### src/rtl/fetch_queue.sv
// Instruction-fetch front end: owns the fetch PC, keeps at most one imem request
// in flight, and buffers returned words in a DEPTH-entry FIFO feeding IF/ID.
module fetch_queue #(
  parameter int          DEPTH    = 4,
  parameter logic [31:0] RESET_PC = 32'h0000_0000
) (
  input  logic                   clk,
  input  logic                   rst,
  input  logic                   redirect,
  input  logic [31:0]            redirect_pc,
  output logic                   imem_req,
  output logic [31:0]            imem_addr,
  input  logic                   imem_ack,
  input  logic [31:0]            imem_rdata,
  input  logic                   stall,
  output logic                   inst_valid,
  output logic [31:0]            inst_out,
  output logic [31:0]            pcadd4_out,
  output logic [$clog2(DEPTH):0] count
);
  localparam int            AW   = $clog2(DEPTH);
  localparam int            CW   = AW + 1;
  localparam logic [CW-1:0] FULL = CW'(DEPTH);

  typedef enum logic [1:0] {S_IDLE, S_WAIT, S_DROP} state_t;

  state_t        state_q, state_d;
  logic [31:0]   fetch_pc_q, fetch_pc_d;
  logic [31:0]   req_pc_q, req_pc_d;
  logic [AW-1:0] wr_ptr_q, wr_ptr_d;
  logic [AW-1:0] rd_ptr_q, rd_ptr_d;
  logic [CW-1:0] count_q, count_d;
  logic [31:0]   inst_mem [DEPTH];
  logic [31:0]   pc4_mem  [DEPTH];
  logic          issue;
  logic          push;
  logic          pop;
  logic          redirect_pc_unused;

  assign redirect_pc_unused = ^redirect_pc[1:0];

  always_comb begin
    state_d    = state_q;
    fetch_pc_d = fetch_pc_q;
    req_pc_d   = req_pc_q;
    wr_ptr_d   = wr_ptr_q;
    rd_ptr_d   = rd_ptr_q;
    count_d    = count_q;
    push       = 1'b0;
    // Issue only when a slot is guaranteed for the response, so a push never overflows.
    issue      = (state_q == S_IDLE) && (count_q < FULL) && !redirect && !rst;
    pop        = (count_q != '0) && !stall && !redirect;

    case (state_q)
      S_IDLE: begin
        if (issue) begin
          state_d    = S_WAIT;
          req_pc_d   = fetch_pc_q;
          fetch_pc_d = fetch_pc_q + 32'd4;
        end
      end
      S_WAIT: begin
        if (imem_ack) begin
          state_d = S_IDLE;
          push    = !redirect;
        end else if (redirect) begin
          state_d = S_DROP;
        end
      end
      S_DROP: begin
        // The stale response must still be absorbed even if another redirect lands with it.
        if (imem_ack) begin
          state_d = S_IDLE;
        end
      end
      default: state_d = S_IDLE;
    endcase

    if (redirect) begin
      fetch_pc_d = {redirect_pc[31:2], 2'b00};
      wr_ptr_d   = '0;
      rd_ptr_d   = '0;
      count_d    = '0;
    end else begin
      if (push) begin
        wr_ptr_d = wr_ptr_q + AW'(1);
      end
      if (pop) begin
        rd_ptr_d = rd_ptr_q + AW'(1);
      end
      if (push && !pop) begin
        count_d = count_q + CW'(1);
      end else if (!push && pop) begin
        count_d = count_q - CW'(1);
      end
    end
  end

  always_ff @(posedge clk) begin
    if (rst) begin
      state_q    <= S_IDLE;
      fetch_pc_q <= RESET_PC;
      req_pc_q   <= RESET_PC;
      wr_ptr_q   <= '0;
      rd_ptr_q   <= '0;
      count_q    <= '0;
    end else begin
      state_q    <= state_d;
      fetch_pc_q <= fetch_pc_d;
      req_pc_q   <= req_pc_d;
      wr_ptr_q   <= wr_ptr_d;
      rd_ptr_q   <= rd_ptr_d;
      count_q    <= count_d;
    end
  end

  always_ff @(posedge clk) begin
    if (push) begin
      inst_mem[wr_ptr_q] <= imem_rdata;
      pc4_mem[wr_ptr_q]  <= req_pc_q + 32'd4;
    end
  end

  assign imem_req   = issue;
  assign imem_addr  = fetch_pc_q;
  assign count      = count_q;
  assign inst_valid = (count_q != '0);
  assign inst_out   = inst_valid ? inst_mem[rd_ptr_q] : 32'h0;
  assign pcadd4_out = inst_valid ? pc4_mem[rd_ptr_q] : 32'h0;

endmodule

### config.mk
export PLATFORM = sky130hd
export DESIGN_NAME = fetch_queue
export DESIGN_NICKNAME = d
export VERILOG_FILES = /design/src/rtl/fetch_queue.sv
export SDC_FILE = /design/constraint.sdc
export NUM_CORES = 1
export LEC_CHECK = 0
export ABC_CLOCK_PERIOD_IN_PS = 3900
export CORE_UTILIZATION = 55
export CTS_BUF_LIST = sky130_fd_sc_hd__clkbuf_4
export CTS_CLUSTER_SIZE = 40
export DETAILED_ROUTE_END_ITERATION = 6
export PLACE_DENSITY = 0.87
export SYNTH_ARGS = -nofsm -noshare
export SYNTH_HDL_FRONTEND = slang
export SYNTH_SLANG_ARGS = --single-unit
### constraint.sdc
create_clock -name clk -period 3.9 [get_ports clk]
set_input_delay 1.17 -clock clk [delete_from_list [all_inputs] [get_ports clk]]
set_output_delay 1.17 -clock clk [all_outputs]
set_load 0.02 [all_outputs]
## Word-level counts from Yosys, hierarchy flattened

Memories as Yosys holds them, arrays and structs flattened. A register that Yosys moved wholly into a read port is not among the register bits.
Index checks and enable logic that the tools add are counted.

- Register bits after elaboration: 73
- Bits in writable memories: 256
- Bits of input ports: 69
- Output and inout port bits: 101
- Logic and storage cells: 62
- Memories: 2

- $add $sub $neg: 6
- $lt $le $gt $ge: 1
- Equal/unequal tests: 5
- Muxes and demuxes: 20
- Reduce and logical (&&, ||, !) cells: 21

Memory list:

| name | depth | width | rd ports | clocked after Yosys merged registers in | write ports | line | RTL |
|---|---|---|---|---|---|---|---|
| inst_mem | 4 | 32 | 1 | 1 | 1 | 33 | `logic [31:0] inst_mem [DEPTH];` |
| pc4_mem | 4 | 32 | 1 | 1 | 1 | 34 | `logic [31:0] pc4_mem [DEPTH];` |

Operators with widths:

| operator | number |
|---|---|
| $mux 32 | 5 |
| $add 32x3->32 const B | 2 |
| $mux 2 | 8 |
| $logic_and 1x1->1 | 7 |
| $mux 3 | 2 |
| $pmux 2 s3 | 1 |
| $reduce_bool 2->1 | 3 |
| $logic_not 1->1 | 5 |
| $add 2x1->2 const B | 2 |
| $mux 1 | 4 |
| $ne 2x2->1 const B | 2 |
| $reduce_and 2->1 | 2 |
| $add 3x1->3 const B | 1 |
| $lt 3x3->1 const B | 1 |
| $ne 3x3->1 const B | 1 |
| $reduce_and 3->1 | 1 |
| $reduce_bool 3->1 | 1 |
| $sub 3x1->3 const B | 1 |
| $eq 2x1->1 const B | 1 |
| $eq 2x2->1 const B | 1 |
| $logic_not 2->1 | 1 |
| $reduce_or 2->1 | 1 |

## Logic depth before layout (Yosys ltp)

Gate-level depths: netlist of run 1.

- Depth in word-level cells: 7
- Gate-level depth with buffers: 9
- Depth with buffers taken out: 9

## Worst setup path after synthesis of run 1

OpenSTA, ideal clock, no wires.

- Path type: input to output
- From: input rst
- To: output imem_req
- Arrival: 2.650 ns
- Required time: 2.730 ns
- Path slack: 0.080 ns
- Stages on the path: 6
- Buffers on the path: 3
- Path through: clkbuf_1 > or2_2 > or4_1 > clkbuf_1 > inv_1 > clkbuf_1

- Cells in the longest elaborated chain, start to end: 2

RTL lines:

| item | line | RTL |
|---|---|---|
| from (decl) | 8 | `input logic rst,` |
| $logic_not 1->1 | 51 | `issue = (state_q == S_IDLE) && (count_q < FULL) && !redirect && !rst;` |
| $logic_and 1x1->1 | 51 |  |
| to (decl) | 11 | `output logic imem_req,` |

No other way between the ends.

## Worst setup path in the final report of run 1

- From: input redirect
- To: output imem_req

- Cells in the longest elaborated chain, start to end: 3

RTL lines:

| item | line | RTL |
|---|---|---|
| from (decl) | 9 | `input logic redirect,` |
| $logic_not 1->1 | 51 |  |
| $logic_and 1x1->1 (2 in a row) | 51 |  |

No other way between the ends.

==> flow_summary.ini, run 1 <==
[die]
die_area_um2 = 24400
core_area_um2 = 23400
dieHeight_um = 156
row_count = 56
start_util_pct = 55.9
die_x_um = 156
ioPinCount = 170

[drt]
drcViolationCount = 0
wl_mm = 25.3
first_pass_iters = 4
vias = 7836
post_drt_wl_per_cell_um = 17.3
ant_nets = 0
via_per_inst = 5.36
drt_iter0_markers = 423

[clock_network]
cts_max_path_buffers = 3
cts_root_buf = clkbuf_4
numCtsBuffers = 78
cts_tree = built
cts.sinks = 319
postCtsSetupRepairBufs = 0
htree_num_levels = 3
clock_latency_ns = 0.66
cts_hold_buf = 0
path_clk_slew_ns = 0.05

[global_routing]
grt_max_degree = 64
grt_pass1_vias = 7887
grt.overflow.total = 0
antenna_found_initial = 1
grtUsageTotal_pct = 21.4
grt_pass1_wl_mm = 39.8

[job]
cap_viol_max_count = 0

[power]
p_leak_uw = 0.00521
cell_internal_pwr_uw = 5260
power_switching_share_pct = 21.8
power.share.clock_pct = 38.6
worst_ir_drop_vdd_v = 0.000202
comb_power_share_pct = 5.8
sequentialPowerShare_pct = 55.6
power_density_nw_per_um2 = 418
switchingPower_uw = 1470

[critical_path]
crit_family = simple AND/OR/NAND/NOR gates
critPathMaxFanout = 2
endpoint_kind = output port
ff2ff_setup_slack_ns = 1.50
start_kind = input port
cp_slowest_cell = or4_1
arrival_ns = 2.64
worstPathBufferInverterCount = 3
crit_chain = clkdlybuf4s50_1 -> or2_2 -> or4_1 -> inv_1 -> buf_2
cpPeakStageDelay_ns = 0.44
cp_data_required_time_ns = 2.73
critical_path_class = input port to output port

[yosys]
synthAdderAreaFrac_pct = 0.823
synth_ff_type = edfxtp_1
synth_warnings = 0
ys_ff_latch = 319
syn-cell-area_um2 = 13100
muxShareOfSynthArea_pct = 11.0
synth_area_leaders = edfxtp_1 (57%), dfxtp_1 (11%), mux4_2 (11%), nor2b_1 (3.4%), nand2_1 (2.8%)
synth-edff-count = 248
seq_area_frac_synth_pct = 67.8
synth_top_family_by_area = simple AND/OR/NAND/NOR gates
synthDistinctLibCells = 42
yosys.area_share.xor_xnor_pct = 3.95
synth_compound_area_share_pct = 3.21
synth.top_cell.area_share_pct = 56.9
post-synth-top-area-cell = edfxtp_1
synthSimpleGateAreaFrac_pct = 11.3
postSynthAreaPerCell_um2 = 15.0
synth_cells = 871
ys_async_sr_fraction_pct = 0

[cells_and_area]
final_common_cell = edfxtp_1
final_util_pct = 68.8
fill_cells = 1609
area_growth_pct = 23.1
drive_gt1_share_pct = 19.1
final_cell_mix = edfxtp_1 (248), clkdlybuf4s50_1 (161), clkbuf_4 (119), nand2_1 (99), nor2b_1 (71)
nNetsFinal = 1163
seqCellArea_um2 = 8870
multi_input_area_um2 = 3980
final_area_um2 = 16100

[min_path]
hp-class = flop to flop

[timing]
period_needed_ns = 3.81
hold_violations = 0
tns_ns = 0
period_share_pct = 97.7
maxClockFrequency_mhz = 263
finalWorstSetupSlack_ns = 0.0910
setup_viol = 0
rsz0062_at_grt = no
whs_ns = 0.454
drv_slew = 0
max_slew_margin_pct = 39.9
skew_ns = 0.0430
worst_slew_pin_slew_ns = 0.893

[placement]
gp_congestion = 0.863
place_ws_ns = -0.363
hpwlAfterDp_mm = 16.0
dpl_cell_area_um2 = 15100
portBuffers = 163

[outcome]
status = complete, no violations
## registers in the layout, summed over array words and instances (netlist names), named ones only
name       flops
inst_mem     128
pc4_mem      120
imem_addr     30
req_pc_q      30
count          3
rd_ptr_q       2
state_q        2
wr_ptr_q       2
## per-stage QoR
step	instances	power, µW
after CTS	1458	6800
final	1463	6730
after global placement	1325	4200
after floorplan	874	4000
after detailed placement	1325	4210
after global routing	1463	6990
## logic make-up after synthesis
logic type | count (synthesis)
simple gates | 285
flops | 319
other cells | 1
buf+inv | 60
fa+ha+maj | 8
compound gates | 73
mux | 66
xor+xnor | 59
## cell type report
class	count	share of cell area, %
Inverter	14	0.326
Antenna cell	5	0.0777
Tap cell	319	2.48
Clock inverter	14	0.334
Sequential cell	319	55.1
Multi-Input combinational cell	495	24.7
Timing Repair Buffer	178	11.4
Clock buffer	119	5.55
## power groups by stage
stage	Combinational (µW)	Clock [µW]	Sequential, µW
global route	424	2830	3740
CTS	396	2660	3740
global placement	386	0	3810
floorplan	175	0	3830
finish	393	2600	3740
detailed placement	394	0	3810
## worst reg2reg max path: cells and delay by family (launching register included)
family / cells / cell delay, ns
xor+xnor: 1 / 0.16
flops: 1 / 0.40
compound gates: 1 / 0.13
simple gates: 4 / 0.97
buf+inv: 1 / 0.06
fa+ha+maj: 2 / 0.61
## timing repair
| item | in CTS | in global routing |
|---|---|---|
| hold endpoints to repair | 0 | 0 |
| resized for setup | 5 | 0 |
| endpoints found under the setup margin | 6 | 0 |
## final timing paths
path	start	end	cells after the start
max	redirect	imem_req	5
min	req_pc_q[11]	req_pc_q[11]	2
max reg2reg	state_q[0]	count[2]	9
min reg2reg	req_pc_q[11]	req_pc_q[11]	2
## cell usage after synthesis, types with 2 or more instances
| cell | instances |
|---|---|
| a211oi_1 | 9 |
| a21oi_1 | 43 |
| and2_1 | 6 |
| and2b_1 | 2 |
| and3_1 | 9 |
| and4_1 | 4 |
| buf_1 | 3 |
| buf_2 | 5 |
| buf_4 | 4 |
| clkbuf_1 | 33 |
| dfxtp_1 | 71 |
| edfxtp_1 | 248 |
| ha_1 | 7 |
| inv_1 | 14 |
| mux2i_1 | 4 |
| mux4_2 | 62 |
| nand2_1 | 99 |
| nand3_1 | 22 |
| nand4_1 | 16 |
| nor2_1 | 34 |
| nor2b_1 | 71 |
| nor3_1 | 8 |
| nor4_1 | 4 |
| nor4_4 | 2 |
| o21a_1 | 3 |
| o21ai_0 | 12 |
| or3_1 | 2 |
| or4_1 | 2 |
| or4_4 | 2 |
| xnor2_1 | 36 |
| xor2_1 | 23 |
## routing by layer
layer	track usage (%)	up-vias	wire length, µm
met2	35.7	302	12500
met1	27.9	3781	10700
met4	7.14	0	300
met5	0	-	0
met3	4.47	29	1730
li1	-	3724	-
(Power assumes the default switching activity.)
==> run 2: changes to the inputs <==
--- a/config.mk
+++ b/config.mk
@@ -7,7 +7,6 @@
 export LEC_CHECK = 0
 export ABC_CLOCK_PERIOD_IN_PS = 3900
 export CORE_UTILIZATION = 55
-export CTS_BUF_LIST = sky130_fd_sc_hd__clkbuf_4
 export CTS_CLUSTER_SIZE = 40
 export DETAILED_ROUTE_END_ITERATION = 6
 export PLACE_DENSITY = 0.87
==> run 2 against run 1 <==
Sequential cell count unchanged. Power up 7.8%. First-iteration DRC count up 9.7%. Routed wire length about the same. Non-clock buffer count unchanged. Critical endpoint unchanged. Utilization up 0.55 points. Sequential share of layout area down 0.44 points. Largest cell class unchanged. Register-to-register slack worse by 0.02 ns. Count of clock-buffer cells in the layout down 78. Via count down 2.9%.
==> flow_summary.ini, run 2 (synthesis gave the netlist of run 1 again) <==
[outcome]
status = complete, no violations

[placement]
hpwlAfterDp_mm = 16.0
dpl_cell_area_um2 = 15100
gp_congestion = 0.863
portBuffers = 163

[timing]
drv_slew = 0
worst_slew_pin_slew_ns = 0.914
skew_ns = 0.0108
rsz0062_at_grt = no
period_needed_ns = 3.82
setup_viol = 0
hold_violations = 0
max_slew_margin_pct = 38.5
period_share_pct = 98.0
maxClockFrequency_mhz = 262

[cells_and_area]
final_util_pct = 69.3
top_regs = inst_mem x128, pc4_mem x120
fill_cells = 1553
nNetsFinal = 1116
final_area_um2 = 16200
insertedDiodeCount = 0
drive_gt1_share_pct = 13.5
largest_register = inst_mem
final_cell_mix = edfxtp_1 (248), clkdlybuf4s50_1 (161), nand2_1 (99), nor2b_1 (71), dfxtp_1 (69)
largest_reg_flops = 128
final_common_cell = edfxtp_1
area_growth_pct = 24.1

[critical_path]
start_kind = input port
reg2reg_depth = 9
endpoint_kind = output port
cp_slowest_cell = or4_1
critPathMaxFanout = 2
cpPeakStageDelay_ns = 0.44
r2r_start = state_q[0]
cp_data_required_time_ns = 2.73
ff2ff_setup_slack_ns = 1.48
cp_num_cells = 5
crit_chain = clkdlybuf4s50_1 -> or2_2 -> or4_1 -> inv_1 -> buf_2
crit_start = redirect
arrival_ns = 2.65
cp-endpoint = imem_req
reg2reg_to = count[2]
critical_path_class = input port to output port
crit_family = simple AND/OR/NAND/NOR gates
worstPathBufferInverterCount = 3

[global_routing]
grtUsageTotal_pct = 21.3
antenna_found_initial = 0
grt_max_degree = 64
grt_pass1_vias = 7603
grt.overflow.total = 0
grt_pass1_wl_mm = 40.0

[clock_network]
cts_root_buf = clkbuf_16
post_cts_resized = 4
clock_latency_ns = 0.54
numCtsBuffers = 31
path_clk_slew_ns = 0.06
cts.sinks = 319
htree_num_levels = 1
cts_hold_buf = 0
cts_tree = built
postCtsSetupRepairBufs = 0
cts_max_path_buffers = 3

[die]
row_count = 56
ioPinCount = 170
core_area_um2 = 23400
dieHeight_um = 156
die_x_um = 156
die_area_um2 = 24400
start_util_pct = 55.9

[drt]
ant_nets = 0
drt_iter0_markers = 464
post_drt_wl_per_cell_um = 18.3
first_pass_iters = 5
wl_mm = 25.3
via_per_inst = 5.50
vias = 7607
drcViolationCount = 0

[min_path]
hp-class = flop to flop

[power]
power_density_nw_per_um2 = 447
p_leak_uw = 0.00518
worst_ir_drop_vdd_v = 0.000266

[job]
cap_viol_max_count = 0
run 2: where the power goes:
part	switching [µW]	total, µW	internal (µW)	leakage (µW)
logic	202	394	192	0.00184
registers	51.1	3740	3690	0.00279
clock network	1190	3120	1920	0.000551
total	1450	7250	5810	0.00518
run 2: tightest hold or removal path, stage by stage (launching register included):
cell	delay, ns
dfxtp_1	0.31
nand2_1	0.05
a21oi_1	0.06
run 2: stage by stage:
stage | hold WS (ns) | setup WS [ns] | TNS, ns | std cells | power [µW]
2_1_floorplan | 0.436 | 0.0798 | 0 | 874 | 4000
3_3_place_gp | 0.444 | -0.325 | -0.325 | 1325 | 4200
3_5_place_dp | 0.447 | -0.363 | -0.363 | 1325 | 4210
4_1_cts | 0.460 | 0.0705 | 0 | 1382 | 7300
5_1_grt | 0.510 | 0.0175 | 0 | 1382 | 7480
6_report | 0.462 | 0.0773 | 0 | 1382 | 7250
run 2: area by class of cell:
cell class | count | area [µm²] | area share, %
clock buffers | 41 | 887 | 5.47
repair buffers | 178 | 1830 | 11.3
clock inverters | 16 | 205 | 1.26
well taps | 319 | 399 | 2.46
multi-input cells | 495 | 3980 | 24.5
flip-flops and latches | 319 | 8870 | 54.7
inverters | 14 | 52.6 | 0.324
run 2: worst min path at each step:
stage / start / endpoint / cells after the start
6_report: req_pc_q[11] / req_pc_q[11] / 2
5_1_grt: req_pc_q[15] / req_pc_q[15] / 2
4_1_cts: req_pc_q[11] / req_pc_q[11] / 2
3_5_place_dp: req_pc_q[11] / req_pc_q[11] / 2
3_3_place_gp: req_pc_q[11] / req_pc_q[11] / 2
2_1_floorplan: req_pc_q[11] / req_pc_q[11] / 2
run 2: per-layer routing:
metal	share of wire [%]	GRT usage [%]	vias to the layer above
met5	0	0	-
met4	1.2	5.00	0
met3	6.0	2.72	29
met2	50	36.3	286
met1	43	29.5	3719
li1	-	-	3573
==> run 3: changes to the inputs <==
--- a/config.mk
+++ b/config.mk
@@ -6,6 +6,7 @@
 export NUM_CORES = 1
 export LEC_CHECK = 0
 export ABC_CLOCK_PERIOD_IN_PS = 3900
+export CORE_MARGIN = 2
 export CORE_UTILIZATION = 55
 export CTS_CLUSTER_SIZE = 40
 export DETAILED_ROUTE_END_ITERATION = 6
==> run 3 against run 2 <==
Critical path depth is the same. Via count unchanged. Utilization increased by 0.080 points. Combinational power barely moved. First-iteration DRC count up 10%. Sequential share of layout area fell by 0.063 points. Count of clock-buffer cells in the layout decreased by 3. Global-route usage is 0.74 points lower. Clock skew increased by 0.0088 ns. Critical endpoint unchanged. Largest power group unchanged.
==> flow_summary.ini, run 3 (synthesis gave the netlist of run 1 again) <==
[drt]
wl_mm = 25.8
ant_nets = 0
via_per_inst = 5.48
vias = 7607
post_drt_wl_per_cell_um = 18.6
drcViolationCount = 0
drt_iter0_markers = 511
first_pass_iters = 5

[timing]
skew_ns = 0.0196
hold_violations = 0
max_slew_margin_pct = 35.7
period_needed_ns = 3.80
maxClockFrequency_mhz = 263
drv_slew = 0
period_share_pct = 97.5
worst_slew_pin_slew_ns = 0.956
rsz0062_at_grt = no
setup_viol = 0

[cells_and_area]
largest_reg_flops = 128
area_growth_pct = 24.2
nNetsFinal = 1123
final_cell_mix = edfxtp_1 (248), clkdlybuf4s50_1 (161), nand2_1 (99), nor2b_1 (71), dfxtp_1 (69)
final_common_cell = edfxtp_1
insertedDiodeCount = 0
drive_gt1_share_pct = 14.1
multi_input_area_um2 = 3980
seqCellArea_um2 = 8870
top_regs = inst_mem x128, pc4_mem x120
fill_cells = 1550
largest_register = inst_mem
layoutNonFillerInstCount = 1389

[die]
ioPinCount = 170
dieHeight_um = 158
start_util_pct = 55.9
core_area_um2 = 23400
row_count = 56
die_area_um2 = 25000
die_x_um = 158

[power]
power_density_nw_per_um2 = 439
power.share.clock_pct = 42.0
comb_power_share_pct = 5.5
p_total_uw = 7140
power_switching_share_pct = 20.6
p_leak_uw = 0.00519
cell_internal_pwr_uw = 5670
sequentialPowerShare_pct = 52.4
worst_ir_drop_vdd_v = 0.000257
switchingPower_uw = 1470

[critical_path]
cp-endpoint = imem_req
ff2ff_setup_slack_ns = 1.45
reg2reg_to = pc4_mem[2][30]
arrival_ns = 2.63
reg2reg_depth = 5
r2r_start = req_pc_q[7]
crit_start = redirect
critical_path_class = input port to output port
start_kind = input port
endpoint_kind = output port
cp_data_required_time_ns = 2.73
critPathMaxFanout = 2

[global_routing]
antenna_found_initial = 0
grt.overflow.total = 0
grt_max_degree = 64
grt_pass1_vias = 7537
grtUsageTotal_pct = 20.6
grt_pass1_wl_mm = 39.7

[clock_network]
htree_num_levels = 1
cts_root_buf = clkbuf_16
cts_max_path_buffers = 3
numCtsBuffers = 31
cts.sinks = 319
path_clk_slew_ns = 0.06
cts_tree = built
clock_latency_ns = 0.55

[outcome]
status = complete, no violations

[placement]
gp_congestion = 0.862
portBuffers = 163
hpwlAfterDp_mm = 15.9
dp_cells = 1325

[job]
cap_viol_max_count = 0

[min_path]
min_from = req_pc_q[11]
hp-class = flop to flop
[run 3: cell count changes in the layout (fill, tap and decap cells not counted), moves of 2 or more]
cell       before  now
bufinv_16       5    2
buf_4           7   14
clkbuf_8        3    0
clkinv_4        0    2
clkinv_1        1    4
clkbuf_1        4    2
clkbuf_16      33   36
[run 3: repair_timing]
action | CTS | global route
hold buffers | 0 | 0
hold endpoints to repair | 0 | 0
endpoints found under the setup margin | 1 | 6
gates resized for setup | 4 | 0
gates cloned | 0 | 0
buffers inserted | 0 | 7
[run 3: power by group through the flow]
stage	Clock, µW	Combinational, µW	Sequential (µW)
3_3_place_gp	0	384	3810
6_report	3000	394	3740
5_1_grt	3180	425	3750
2_1_floorplan	0	175	3830
3_5_place_dp	0	393	3810
4_1_cts	3050	396	3740
[run 3: metal layers]
metal | vias up | global-route usage [%] | wire [µm]
met2 | 267 | 35.2 | 12900
met3 | 41 | 2.76 | 1600
li1 | 3591 | - | -
met5 | - | 0 | 0
met1 | 3708 | 28.2 | 10700
met4 | 0 | 5.62 | 598
[run 3: critical path: stages]
cell and delay, ns:
clkdlybuf4s50_1 0.42, or2_2 0.31, or4_1 0.43, inv_1 0.13
buf_2 0.18
[run 3: through the flow]
step                      util (%)  TNS [ns]  area, µm²  worst slack [ns]  hold slack, ns
after floorplan                  -         0      13100            0.0798           0.436
after global placement        64.7    -0.354      15100            -0.354           0.444
after detailed placement      64.7    -0.365      15100            -0.365           0.452
after CTS                     69.2         0      16200           0.00608           0.464
after global routing          69.4         0      16200            0.0364           0.476
final                         69.4         0      16200            0.0972           0.461
[run 3: area by class of cell]
| type | instances | area share, % |
|---|---|---|
| clock buffer | 38 | 5.59 |
| clock inverter | 19 | 0.924 |
| inverter | 14 | 0.323 |
| multi-input combinational | 495 | 24.5 |
| sequential | 319 | 54.6 |
| timing repair buffer | 185 | 11.6 |
| tap | 319 | 2.46 |
[run 3: how the worst min path moves through the flow]
stage | end | depth (start not counted) | slack [ns]
after detailed placement | req_pc_q[11] | 2 | 0.45
after global placement | req_pc_q[11] | 2 | 0.44
after CTS | req_pc_q[11] | 2 | 0.46
after global routing | req_pc_q[11] | 2 | 0.48
after floorplan | req_pc_q[11] | 2 | 0.44
final | req_pc_q[11] | 2 | 0.46
